### src/rtl/e203_exu_wbck_arb_pkg.sv
// Shared constants and types for the EXU writeback arbiter.
// The width constants mirror E203_XLEN / E203_RFIDX_WIDTH of the core-wide defines.
package e203_exu_wbck_arb_pkg;

    localparam int E203_XLEN        = 32;
    localparam int E203_RFIDX_WIDTH = 5;

    typedef enum logic [1:0] {
        WBCK_GNT_NONE  = 2'd0,
        WBCK_GNT_ALU   = 2'd1,
        WBCK_GNT_LONGP = 2'd2
    } wbck_gnt_e;

endpackage

### src/rtl/e203_exu_wbck_lfifo.sv
// Small synchronous FIFO buffering long-pipe writeback entries {rdidx, wdat}.
// Only pointers and occupancy are reset; the storage array is left uninitialised.
module e203_exu_wbck_lfifo #(
    parameter int DW    = 37,
    parameter int DEPTH = 2,
    parameter int CNT_W = $clog2(DEPTH) + 1
) (
    input  logic             clk,
    input  logic             rst_n,
    input  logic             push,
    input  logic             pop,
    input  logic [DW-1:0]    wdat,
    output logic [DW-1:0]    rdat,
    output logic             full,
    output logic             empty,
    output logic [CNT_W-1:0] count
);

    localparam int PTR_W = $clog2(DEPTH);

    logic [DW-1:0]    mem_r [DEPTH];
    logic [PTR_W-1:0] wr_ptr_r;
    logic [PTR_W-1:0] rd_ptr_r;
    logic [CNT_W-1:0] count_r;

    // Storage write; no reset so the array maps onto plain registers or RAM.
    always_ff @(posedge clk) begin
        if (push) begin
            mem_r[wr_ptr_r] <= wdat;
        end
    end

    // Write pointer; DEPTH is a power of two so wrap is natural overflow.
    always_ff @(posedge clk or negedge rst_n) begin
        if (!rst_n) begin
            wr_ptr_r <= PTR_W'(0);
        end else if (push) begin
            wr_ptr_r <= wr_ptr_r + PTR_W'(1);
        end else begin
            wr_ptr_r <= wr_ptr_r;
        end
    end

    // Read pointer.
    always_ff @(posedge clk or negedge rst_n) begin
        if (!rst_n) begin
            rd_ptr_r <= PTR_W'(0);
        end else if (pop) begin
            rd_ptr_r <= rd_ptr_r + PTR_W'(1);
        end else begin
            rd_ptr_r <= rd_ptr_r;
        end
    end

    // Occupancy; simultaneous push and pop leaves it unchanged, even when full.
    always_ff @(posedge clk or negedge rst_n) begin
        if (!rst_n) begin
            count_r <= CNT_W'(0);
        end else begin
            case ({push, pop})
                2'b10:   count_r <= count_r + CNT_W'(1);
                2'b01:   count_r <= count_r - CNT_W'(1);
                default: count_r <= count_r;
            endcase
        end
    end

    assign rdat  = mem_r[rd_ptr_r];
    assign full  = (count_r == CNT_W'(DEPTH));
    assign empty = (count_r == CNT_W'(0));
    assign count = count_r;

endmodule

### src/rtl/e203_exu_wbck_arb.sv
// Writeback arbiter merging single-cycle ALU results and buffered long-pipe
// results onto the single integer regfile write port, with starvation bounding.
module e203_exu_wbck_arb
    import e203_exu_wbck_arb_pkg::*;
#(
    parameter int XLEN        = E203_XLEN,
    parameter int RFIDX_W     = E203_RFIDX_WIDTH,
    parameter int LFIFO_DEPTH = 2,
    parameter int STARVE_MAX  = 4
) (
    input  logic                           clk,
    input  logic                           rst_n,
    input  logic                           alu_wbck_i_valid,
    output logic                           alu_wbck_i_ready,
    input  logic [XLEN-1:0]                alu_wbck_i_wdat,
    input  logic [RFIDX_W-1:0]             alu_wbck_i_rdidx,
    input  logic                           longp_wbck_i_valid,
    output logic                           longp_wbck_i_ready,
    input  logic [XLEN-1:0]                longp_wbck_i_wdat,
    input  logic [RFIDX_W-1:0]             longp_wbck_i_rdidx,
    output logic                           rf_wbck_o_ena,
    output logic [XLEN-1:0]                rf_wbck_o_wdat,
    output logic [RFIDX_W-1:0]             rf_wbck_o_rdidx,
    output logic [$clog2(LFIFO_DEPTH):0]   lfifo_cnt,
    output logic                           wbck_busy
);

    localparam int CNT_W    = $clog2(LFIFO_DEPTH) + 1;
    localparam int STARVE_W = $clog2(STARVE_MAX + 1);
    localparam int ENT_W    = RFIDX_W + XLEN;
    localparam logic [STARVE_W-1:0] STARVE_TOP = STARVE_W'(STARVE_MAX);

    logic                fifo_push_s;
    logic                fifo_pop_s;
    logic                fifo_full_s;
    logic                fifo_empty_s;
    logic [ENT_W-1:0]    fifo_head_s;
    logic [CNT_W-1:0]    fifo_cnt_s;
    logic [STARVE_W-1:0] starve_cnt_r;
    wbck_gnt_e           gnt_s;
    logic [XLEN-1:0]     win_wdat_s;
    logic [RFIDX_W-1:0]  win_rdidx_s;

    e203_exu_wbck_lfifo #(
        .DW    (ENT_W),
        .DEPTH (LFIFO_DEPTH),
        .CNT_W (CNT_W)
    ) u_lfifo (
        .clk   (clk),
        .rst_n (rst_n),
        .push  (fifo_push_s),
        .pop   (fifo_pop_s),
        .wdat  ({longp_wbck_i_rdidx, longp_wbck_i_wdat}),
        .rdat  (fifo_head_s),
        .full  (fifo_full_s),
        .empty (fifo_empty_s),
        .count (fifo_cnt_s)
    );

    // Grant: the FIFO head is forced when starved or full, otherwise it only fills idle ALU slots.
    always_comb begin
        gnt_s = WBCK_GNT_NONE;
        if (!fifo_empty_s &&
            ((starve_cnt_r == STARVE_TOP) || fifo_full_s || !alu_wbck_i_valid)) begin
            gnt_s = WBCK_GNT_LONGP;
        end else if (alu_wbck_i_valid) begin
            gnt_s = WBCK_GNT_ALU;
        end else begin
            gnt_s = WBCK_GNT_NONE;
        end
    end

    // Winner data mux; with no winner the ALU bus is passed through so nothing is X when valid.
    always_comb begin
        win_wdat_s  = alu_wbck_i_wdat;
        win_rdidx_s = alu_wbck_i_rdidx;
        case (gnt_s)
            WBCK_GNT_LONGP: begin
                win_rdidx_s = fifo_head_s[ENT_W-1:XLEN];
                win_wdat_s  = fifo_head_s[XLEN-1:0];
            end
            WBCK_GNT_ALU: begin
                win_rdidx_s = alu_wbck_i_rdidx;
                win_wdat_s  = alu_wbck_i_wdat;
            end
            default: begin
                win_rdidx_s = alu_wbck_i_rdidx;
                win_wdat_s  = alu_wbck_i_wdat;
            end
        endcase
    end

    assign fifo_pop_s         = (gnt_s == WBCK_GNT_LONGP);
    assign longp_wbck_i_ready = !fifo_full_s || fifo_pop_s;
    assign fifo_push_s        = longp_wbck_i_valid && longp_wbck_i_ready;
    assign alu_wbck_i_ready   = !fifo_pop_s;

    // x0 writes complete their handshake but never reach the regfile.
    assign rf_wbck_o_ena   = (gnt_s != WBCK_GNT_NONE) && (win_rdidx_s != {RFIDX_W{1'b0}});
    assign rf_wbck_o_wdat  = win_wdat_s;
    assign rf_wbck_o_rdidx = win_rdidx_s;
    assign lfifo_cnt       = fifo_cnt_s;
    assign wbck_busy       = !fifo_empty_s || alu_wbck_i_valid;

    // Consecutive ALU wins against a waiting head entry, saturating at STARVE_MAX.
    always_ff @(posedge clk or negedge rst_n) begin
        if (!rst_n) begin
            starve_cnt_r <= STARVE_W'(0);
        end else if (fifo_empty_s || fifo_pop_s) begin
            starve_cnt_r <= STARVE_W'(0);
        end else if ((gnt_s == WBCK_GNT_ALU) && (starve_cnt_r != STARVE_TOP)) begin
            starve_cnt_r <= starve_cnt_r + STARVE_W'(1);
        end else begin
            starve_cnt_r <= starve_cnt_r;
        end
    end

endmodule

### config.mk
export PLATFORM = sky130hd
export DESIGN_NAME = e203_exu_wbck_arb
export DESIGN_NICKNAME = d
export VERILOG_FILES = /design/src/rtl/e203_exu_wbck_arb_pkg.sv /design/src/rtl/e203_exu_wbck_lfifo.sv /design/src/rtl/e203_exu_wbck_arb.sv
export SDC_FILE = /design/constraint.sdc
export NUM_CORES = 1
export LEC_CHECK = 0
export CORE_ASPECT_RATIO = 0.7
export CORE_MARGIN = 3
export CORE_UTILIZATION = 35
export DETAILED_ROUTE_END_ITERATION = 8
export GPL_ROUTABILITY_DRIVEN = 0
export PLACE_DENSITY_LB_ADDON = 0.12
export SLEW_MARGIN = 20
export SYNTH_ARGS = -nofsm -noshare
export SYNTH_HDL_FRONTEND = slang
export SYNTH_SLANG_ARGS = --single-unit
### constraint.sdc
create_clock -name clk -period 2.4 [get_ports clk]
set_input_delay 0.48 -clock clk [delete_from_list [all_inputs] [get_ports clk]]
set_output_delay 0.48 -clock clk [all_outputs]
set_load 0.05 [all_outputs]
==> impl_metrics.tcl <==
set metrics [dict create \
    clockBufferDepth 2 \
    yosysSeqAreaShare_pct 70.0 \
    violations "negative setup slack" \
    yosysWarnings 0 \
    ios 121 \
    maxSlewViolCount 0 \
    syn-num-nets 319 \
    drtIter0Drc 105 \
    syn_avg_cell_area_um2 14.4 \
    numClockSinks 81 \
    fin_skew_ps 4.83 \
    grt_pass1_vias 2439 \
    critPathKind "flip-flop to output pin" \
    htree_levels 3 \
    status "finished with violations" \
    cap_violations 0 \
    crit_path_max_fanout 17 \
    synthDistinctLibCells 30 \
    fin_util_pct 63.2 \
    drc 0 \
    wire_per_inst_um 16.0 \
    cts_hold_buf 0 \
    grt_pass1_wl_mm 12.9 \
    combPwrFrac_pct 62.1 \
    avgViaCountPerCell 4.72 \
    holdCritPathClass "primary input to async pin" \
    clkPwrFrac_pct 16.1 \
    ant_nets 0 \
    antenna_found_initial 0 \
    regToRegSetupSlack_ps 640 \
    fin_cells 501 \
    dp_cells 482 \
    wirelength_mm 8.03 \
    seqPwrFrac_pct 21.9 \
    rsz0062_at_grt "true" \
    placed_area_um2 5350 \
    tritoncts "done" \
    dr.pass1.iters 4 \
    grt.overflow.total 0 \
    nNetsFinal 455 \
    die_h_um 88.8 \
    totalNegativeSetupSlack_ps -34.2 \
    register_area_um2 2400 \
    critPathLaunchType "flip-flop" \
    arrival_ps 1930 \
    fin_crit_ps 2410 \
    setup_slack_ps -12.0 \
    drive_gt1_share_pct 31.8 \
    stdcell_area_um2 5870 \
    grt_max_degree 38 \
    finalSetupViolCount 4 \
    internal_power_mw 5.53 \
    dp_hpwl_mm 5.54 \
    antennaDiodeCount 0 \
    fin_hold_ws_ps 446 \
    cts_root_buffer "clkbuf_16" \
    syn_inst 238 \
    vias 2367 \
    grt_usage_pct 15.2 \
    clk_pin_slew_worst_paths_ps 60 \
    p_sw_mw 3.76 \
    area_growth_pct 71.4 \
    multi_input_area_um2 1120 \
    synth-seq-cells 81 \
    power_mw 9.29 \
    syn_area_um2 3430 \
    r2r_end "u_lfifo.count[1]$_DFFE_PN0P_" \
    r2r-start "starve_cnt_r[1]$_DFFE_PN0P_" \
    dp_worst_setup_slack_ps -109 \
    p_leak_nw 2.25 \
    portBuffers 119 \
    ff2ff_path_depth 8 \
    switching_share_pct 40.5 \
    min_period_over_period_pct 101 \
    clk_latency_ps 310 \
    end_kind "output pin" \
    coreArea_um2 9290 \
    peakVddDrop_mv 0.832 \
    die-area_um2 11000 \
    power_density_nw_per_um2 1580 \
    timing.fmax_mhz 415 \
    cts_buffers 9 \
    die_w_um 124 \
    num_rows 29 \
    start_util_pct 36.9 \
    fillers 718 \
    hold_viol 0 \
    crit_required_ps 1920 \
]
## flip-flops by register name, summed over array words and instances (netlist names)
| signal | cells |
|---|---|
| u_lfifo.count | 2 |
| u_lfifo.rd_ptr_r | 1 |
| u_lfifo.mem_r | 74 |
| u_lfifo.wr_ptr_r | 1 |
| starve_cnt_r | 3 |
## Yosys cell counts
cell type  number  area share, %
or4_1           1           0.22
nor3b_1         1           0.22
clkbuf_2        3           0.44
nand2_1        37            4.1
nor4b_1         1           0.26
nor3_1          1           0.15
o21ai_1         7            1.0
nand2b_1        1           0.18
o32ai_1         1           0.26
xor2_1          2           0.51
edfxtp_1       74             65
nor4_1          1           0.18
xnor2_1         3           0.77
o311a_1         1           0.29
or3_1           1           0.18
inv_1           3           0.33
conb_1          1           0.11
buf_6           5            1.6
o21ai_0        30            4.4
buf_2           4           0.58
dfrtp_1         7            5.1
o211ai_1        1           0.22
ha_1            3            1.1
and2_1          2           0.37
inv_2           1           0.11
o22a_2          1           0.29
mux2i_1        38             11
nor2_1          4           0.44
nand2_2         1           0.18
buf_4           2           0.44
## cell families (layout without fill, tap and decap cells)
family,after synthesis,in the layout,share of synthesized area [%]
XOR/XNOR,5,5,1.28
buffers and inverters,18,157,3.54
other,1,1,0.109
AO/OA/AOI/OAI,41,41,6.46
adder cells (fa/ha/maj),3,3,1.10
flip-flops,81,81,70.0
multiplexers,38,38,11.1
AND/OR/NAND/NOR,51,51,6.43
## metal layers
metal	track usage (%)	wire length, um	vias to the layer above
li1	-	-	1159
met1	19.7	3650	1127
met2	24.7	3780	79
met3	6.09	572	2
met4	2.99	24	0
met5	0	0	-
## worst max path at each step
stage	from	end	slack, ps	depth (start not counted)
final	starve_cnt_r[1]$_DFFE_PN0P_	rf_wbck_o_wdat[5]	-10	9
after global routing	starve_cnt_r[1]$_DFFE_PN0P_	rf_wbck_o_wdat[5]	-90	9
after CTS	starve_cnt_r[1]$_DFFE_PN0P_	rf_wbck_o_rdidx[3]	-40	9
after detailed placement	alu_wbck_i_valid	rf_wbck_o_wdat[11]	-110	8
after global placement	alu_wbck_i_valid	rf_wbck_o_wdat[10]	-40	8
after floorplan	u_lfifo.count[0]$_DFFE_PN0P_	rf_wbck_o_wdat[0]	-110	7
## layout make-up
type,count,share of cell area (%)
Clock buffer,9,3.84
Inverter,4,0.384
Multi-Input combinational cell,139,19.1
Tap cell,124,2.64
Timing Repair Buffer,139,31.4
Clock inverter,5,1.81
Sequential cell,81,40.8
## power by group through the flow
stage	logic (mW)	registers, mW	clock network [mW]
after floorplan	3.02	2.05	0
after global placement	5.39	2.04	0
after detailed placement	5.43	2.05	0
after CTS	5.83	2.03	1.54
after global routing	6.05	2.06	1.60
final	5.77	2.03	1.49
## critical path, cell delays in order (launching register included)
cell and delay (ps):
dfrtp_1 380, inv_1 70, ha_2 170, and2_4 150, o22a_4 170, inv_8 70
buf_12 150, buf_4 140, o21ai_4 160, buf_12 150
## cells in the final DEF (no fill, tap or decap), types with 2 or more instances in the layout
master,n
clkdlybuf4s50_1,78
edfxtp_1,74
buf_12,44
mux2i_1,38
nand2_1,36
o21ai_2,30
buf_4,12
clkbuf_16,9
o21ai_4,7
dfrtp_1,6
inv_1,3
xnor2_1,3
nor2_1,3
bufinv_16,3
nand2_2,2
xor2_1,2
ha_1,2
buf_16,2
buf_6,2
## repair_timing
action / CTS / global route
gates cloned: 2 / 0
endpoints found under the setup margin: 38 / 38
setup buffers: 2 / 1
pin swaps: 2 / 2
resized for setup: 25 / 1
Note: power is estimated with default switching activity, not from simulation.
